`config.mk`:
```
export PLATFORM = sky130hd
export DESIGN_NAME = latch_shift_capture
export DESIGN_NICKNAME = d
export VERILOG_FILES = /design/src/rtl/lab3_pkg.sv /design/src/rtl/sync_chain.sv /design/src/rtl/latch_shift_capture.sv
export SDC_FILE = /design/constraint.sdc
export NUM_CORES = 1
export LEC_CHECK = 0
export CAP_MARGIN = 0
export CORE_MARGIN = 3
export CORE_UTILIZATION = 25
export CTS_CLUSTER_SIZE = 25
export DETAILED_ROUTE_END_ITERATION = 12
export DONT_BUFFER_PORTS = 1
export PLACE_DENSITY = 0.47
export SLEW_MARGIN = 10
export SYNTH_ARGS = -nofsm -noshare
export SYNTH_HDL_FRONTEND = slang
export SYNTH_HIERARCHICAL = 1
export SYNTH_SLANG_ARGS = --single-unit
```
`constraint.sdc`:
```
create_clock -name Clk -period 3.7 [get_ports Clk]
set_input_delay 0.74 -clock Clk [delete_from_list [all_inputs] [get_ports Clk]]
set_output_delay 0.74 -clock Clk [all_outputs]
set_load 0.03 [all_outputs]
```
`src/rtl/lab3_pkg.sv`:
```
// lab3_pkg: shared FSM state encoding and width helper
package lab3_pkg;
  typedef enum logic [1:0] {
    IDLE  = 2'b00,
    SHIFT = 2'b01,
    FULL  = 2'b10
  } state_t;
  function automatic int bc_w(input int w);
    return $clog2(w + 1);
  endfunction
endpackage

```
`src/rtl/sync_chain.sv`:
```
// sync_chain: reset-to-zero flop chain synchronising a single bit
module sync_chain #(
  parameter int SYNC_STAGES = 2
) (
  input  logic Clk,
  input  logic Resetn,
  input  logic d,
  output logic q
);
  logic [SYNC_STAGES-1:0] chain_q, chain_d;
  always_comb begin
    chain_d    = chain_q << 1;
    chain_d[0] = d;
  end
  always_ff @(posedge Clk) begin
    if (!Resetn) chain_q <= '0;
    else         chain_q <= chain_d;
  end
  assign q = chain_q[SYNC_STAGES-1];
endmodule

```
`src/rtl/latch_shift_capture.sv`:
```
// latch_shift_capture: synchronise latched bit, shift WIDTH samples into a word, Valid/Ack handoff
module latch_shift_capture
  import lab3_pkg::*;
#(
  parameter int WIDTH       = 8,
  parameter int SYNC_STAGES = 2
) (
  input  logic                     Clk,
  input  logic                     Resetn,
  input  logic                     Q_in,
  input  logic                     Start,
  input  logic                     Ack,
  output logic [WIDTH-1:0]         Data,
  output logic                     Valid,
  output logic                     Busy,
  output logic [bc_w(WIDTH)-1:0]   BitCount,
  output logic                     Overrun
);
  localparam int CW = bc_w(WIDTH);
  state_t           state_q, state_d;
  logic [WIDTH-1:0] shreg_q, shreg_d, data_q, data_d, shifted;
  logic [CW-1:0]    cnt_q, cnt_d;
  logic             valid_q, valid_d, busy_q, busy_d, ovr_q, ovr_d, s;
  sync_chain #(.SYNC_STAGES(SYNC_STAGES)) u_sync (
    .Clk    (Clk),
    .Resetn (Resetn),
    .d      (Q_in),
    .q      (s)
  );
  assign shifted = {shreg_q[WIDTH-2:0], s};
  always_comb begin
    state_d = state_q;
    shreg_d = shreg_q;
    data_d  = data_q;
    cnt_d   = cnt_q;
    valid_d = valid_q;
    busy_d  = busy_q;
    ovr_d   = ovr_q;
    case (state_q)
      IDLE: if (Start) begin
        state_d = SHIFT;
        cnt_d   = '0;
        busy_d  = 1'b1;
        shreg_d = '0;
      end
      SHIFT: begin
        shreg_d = shifted;
        cnt_d   = cnt_q + CW'(1);
        if (cnt_q == CW'(WIDTH - 1)) begin
          data_d  = shifted;
          valid_d = 1'b1;
          busy_d  = 1'b0;
          state_d = FULL;
        end
      end
      FULL: begin
        // Ack takes priority over a simultaneous Start; Start is never queued
        if (Ack) begin
          valid_d = 1'b0;
          ovr_d   = 1'b0;
          state_d = IDLE;
        end else if (Start) ovr_d = 1'b1;
      end
      default: state_d = IDLE;
    endcase
  end
  always_ff @(posedge Clk) begin
    if (!Resetn) begin
      state_q <= IDLE;
      shreg_q <= '0;
      data_q  <= '0;
      cnt_q   <= '0;
      valid_q <= 1'b0;
      busy_q  <= 1'b0;
      ovr_q   <= 1'b0;
    end else begin
      state_q <= state_d;
      shreg_q <= shreg_d;
      data_q  <= data_d;
      cnt_q   <= cnt_d;
      valid_q <= valid_d;
      busy_q  <= busy_d;
      ovr_q   <= ovr_d;
    end
  end
  assign Data     = data_q;
  assign Valid    = valid_q;
  assign Busy     = busy_q;
  assign BitCount = cnt_q;
  assign Overrun  = ovr_q;
endmodule

```
==> parameters.txt <==
Parameter                              Value

Global routing
  Pin count of the biggest net entering global routing    22
  Total global routing track utilization    7.959%
  Via count of the first global-routing pass    692
  Wire length of the first global-routing pass    between 3000 and 4000 µm
  Number of antenna violations at the first check in global routing    0
  Grt total ovfl    0

Synthesis
  Cell types with the largest area share after synthesis    sky130_fd_sc_hd__dfxtp_1 (52%), sky130_fd_sc_hd__mux2i_1 (8.9%), sky130_fd_sc_hd__nand2_1 (7.5%)
  Cell area after synthesis    1007 µm²
  Post-synthesis sequential area ratio    51.68%
  Net count of the mapped netlist    112
  Count of unique library cells instantiated by Yosys    30
  Average cell area after synthesis    9.502 µm²
  Fraction of post-synthesis cell area in the top cell type by area    51.68%
  Gate count of the mapped netlist    106
  Biggest area consumer among synthesized cells    sky130_fd_sc_hd__dfxtp_1
  Count of warnings emitted by yosys    6
  FF+latch count, synth    26

Critical path
  Setup slack, reg-to-reg    1.97 ns
  Number of cells traversed by the worst register-to-register path    4
  Worst r2r src    BitCount[0]$_SDFFE_PN0P_
  Crit start category    flop
  Data arrival time of the critical path    1.92 ns
  Critical register-to-register path endpoint    Data[3]$_SDFFE_PN0P_
  Req. time, crit path    roughly 3.9 ns
  Category of the worst setup path capture point    flop
  Critical path fanouts, max    10
  Setup Crit Path Kind    flop to flop

Floorplan
  Horizontal extent of the die    approximately 69 µm
  Total die area    between 4000 and 5000 µm²
  Die outline height    69.48 µm
  Total number of placement rows    22
  CORE AREA    3771 µm²
  Effective utilization at floorplan    26.71%
  IO Count    20

Routing
  Total iterations of the first detailed-routing run    4
  M1 wire length    754 µm
  Total length of routed wires    1827 µm
  Post-DRT Antenna Nets    0
  Detailed-route DRC error count    0
  Routed wl met3    180 µm
  Overall via count from detail_route    around 730
  Wire length on met2    873 µm
  Top routing layer in use    met4
  Vias per cell    4.801
  Wire length per cell after detailed routing    12.10 µm
  Number of DRC markers in iteration 0    14

Power
  Areal power density over the cells    449.5 nW/µm²
  Worst IR drop on VDD    0.2449 mV
  Leakage Power    0.3472 nW

STA
  Post-Route Skew    0.005596 ns
  Highest Clock Rate    577.8 MHz
  Pins Over Slew Limit    0
  Unrepaired setup endpoints after global routing    false
  Max transition margin    42.27%
  Sum of negative setup slack    0 ns
  Final setup slack of the worst path    1.969 ns
  Final Critical Period    between 1.5 and 2 ns
  Final number of setup-violating endpoints    0
  Period Utilization, post-route    a little under half
  Endpoints failing hold    0
  Worst slew pin tran    ~0.86 ns

Placement
  Final GP Congestion    about 0.65
  Number of I/O port buffers    0
  Half-perimeter wire length after placement    1311 µm
  Post-placement setup slack    1.899 ns

CTS
  Skew-Pair Late Insertion Delay    0.27 ns
  Quantity of gates resized following cts    0
  Total number of H-tree levels    1
  Cts hold-fix bufs    0
  Maximum number of buffers from clock root to sink    2
  CTS clock-pin slew for the worst setup and hold paths    0.09 ns
  Clock tree from TritonCTS    yes
  Number of sinks driven by the clock tree    26
  Root Buffer Master    sky130_fd_sc_hd__clkbuf_8
  # Post-CTS Setup Buffers    0
  Number of buffers created by CTS    3

Outcome
  Run status    finished clean

Run
  Max capacitance violation total    0

Min path
  End point of the most critical hold path    u_sync/chain_q[1]$_SDFF_PN0_
  Number of cells traversed by the worst hold path    1
  Startpoint of the tightest hold check path    u_sync/chain_q[0]$_SDFF_PN0_
  Hold crit path type    flop to flop

Final layout
  Layout net count    110
  Layout cell share with drive strength beyond 1    under 10%
  Layout-stage area growth over the synthesis result    7.454%
  Number of inserted diodes    0
  Filler cell count    405
## synth_stat cells
master and n:
sky130_fd_sc_hd__a221oi_1 1, sky130_fd_sc_hd__o21a_1 1, sky130_fd_sc_hd__nor2b_4 1, sky130_fd_sc_hd__o32a_1 1
sky130_fd_sc_hd__nand4b_1 1, sky130_fd_sc_hd__dfxtp_1 26, sky130_fd_sc_hd__inv_1 4, sky130_fd_sc_hd__nor2b_1 1
sky130_fd_sc_hd__nor3b_1 1, sky130_fd_sc_hd__a211oi_1 1, sky130_fd_sc_hd__a31oi_1 1, sky130_fd_sc_hd__nor2_1 9
sky130_fd_sc_hd__buf_2 2, sky130_fd_sc_hd__or3b_1 1, sky130_fd_sc_hd__clkbuf_1 2, sky130_fd_sc_hd__buf_1 1
sky130_fd_sc_hd__buf_6 1, sky130_fd_sc_hd__a21oi_1 3, sky130_fd_sc_hd__nand3_1 2, sky130_fd_sc_hd__buf_4 1
sky130_fd_sc_hd__a22oi_1 8, sky130_fd_sc_hd__o21bai_1 1, sky130_fd_sc_hd__mux2i_1 9, sky130_fd_sc_hd__nand2_1 20
sky130_fd_sc_hd__ha_1 1, sky130_fd_sc_hd__nor3_1 1, sky130_fd_sc_hd__o21ai_0 1, sky130_fd_sc_hd__and2_1 2
sky130_fd_sc_hd__a2111oi_0 1, sky130_fd_sc_hd__nor2_4 1
## worst max path at each step
| stage | slack, ns | end | start |
|---|---|---|---|
| floorplan | 2.16 | Busy$_SDFFE_PN0P_ | Resetn |
| global placement | 1.95 | shreg_q[3]$_SDFFE_PN0P_ | Start |
| detailed placement | 1.90 | BitCount[1]$_SDFFE_PN0P_ | Start |
| CTS | 1.93 | Data[3]$_SDFFE_PN0P_ | BitCount[0]$_SDFFE_PN0P_ |
| global route | 1.83 | Data[7]$_SDFFE_PN0P_ | BitCount[1]$_SDFFE_PN0P_ |
| finish | 1.97 | Data[3]$_SDFFE_PN0P_ | BitCount[0]$_SDFFE_PN0P_ |
## cells by family (layout without fill, tap and decap cells)
family / count (synthesis) / in the layout / share of synthesized area (%)
AO/OA/AOI/OAI: 19 / 19 / 13.54
multiplexers: 9 / 9 / 8.944
flip-flops: 26 / 26 / 51.68
buffers and inverters: 11 / 8 / 5.466
AND/OR/NAND/NOR: 40 / 40 / 19.13
adder cells (fa/ha/maj): 1 / 1 / 1.242
## registers in the layout, summed over array words and instances, names as in the netlist
name and flops:
state_q 2, Overrun 1, Busy 1, BitCount 4, Valid 1, Data 8, shreg_q 7, u_sync/chain_q 2
## routing by layer
layer,global-route usage (%),vias up
met5,0,-
met4,3.254,0
met3,4.493,2
met2,13.45,25
met1,8.039,343
li1,-,355
## layout make-up
cell class	instances	area, µm²	share of cell area (%)
tap	48	60.06	5.549
clock buffer	4	55.05	5.087
inverter	4	15.01	1.387
sequential	26	520.5	48.09
multi-input combinational	69	431.7	39.88
## through the flow
step                util (%)  total power [mW]  instances  instance area (µm²)  hold slack (ns)
floorplan                  -            0.3151        106                 1007           0.4118
CTS                    28.70            0.4949        151                 1082           0.4495
global placement       27.24            0.3130        147                 1027           0.4173
global route           28.70            0.5131        151                 1082           0.4596
detailed placement     27.24            0.3137        147                 1027           0.4288
finish                 28.70            0.4864        151                 1082           0.4424
## placed cells by master (no fill, tap or decap), types with 2 or more instances in the layout
cell	instances
sky130_fd_sc_hd__dfxtp_1	26
sky130_fd_sc_hd__a22oi_1	8
sky130_fd_sc_hd__nand2_1	20
sky130_fd_sc_hd__nor2_1	9
sky130_fd_sc_hd__and2_1	2
sky130_fd_sc_hd__inv_1	4
sky130_fd_sc_hd__a21oi_1	3
sky130_fd_sc_hd__nand3_1	2
sky130_fd_sc_hd__mux2i_1	9
sky130_fd_sc_hd__clkbuf_8	4
## worst max-delay path: stages (launching register included)
cell and delay, ns:
sky130_fd_sc_hd__dfxtp_1 0.59, sky130_fd_sc_hd__ha_1 0.27, sky130_fd_sc_hd__nand4b_1 0.21, sky130_fd_sc_hd__nor2_4 0.35
sky130_fd_sc_hd__mux2i_1 0.24
## power by group
| part | switching (mW) | internal (mW) | total (mW) |
|---|---|---|---|
| Clock | 0.0847 | 0.0950 | 0.180 |
| Sequential | 0.00860 | 0.284 | 0.292 |
| Combinational | 0.00926 | 0.00518 | 0.0144 |
| Total | 0.103 | 0.384 | 0.486 |
Note: power is estimated with default switching activity, not from simulation.
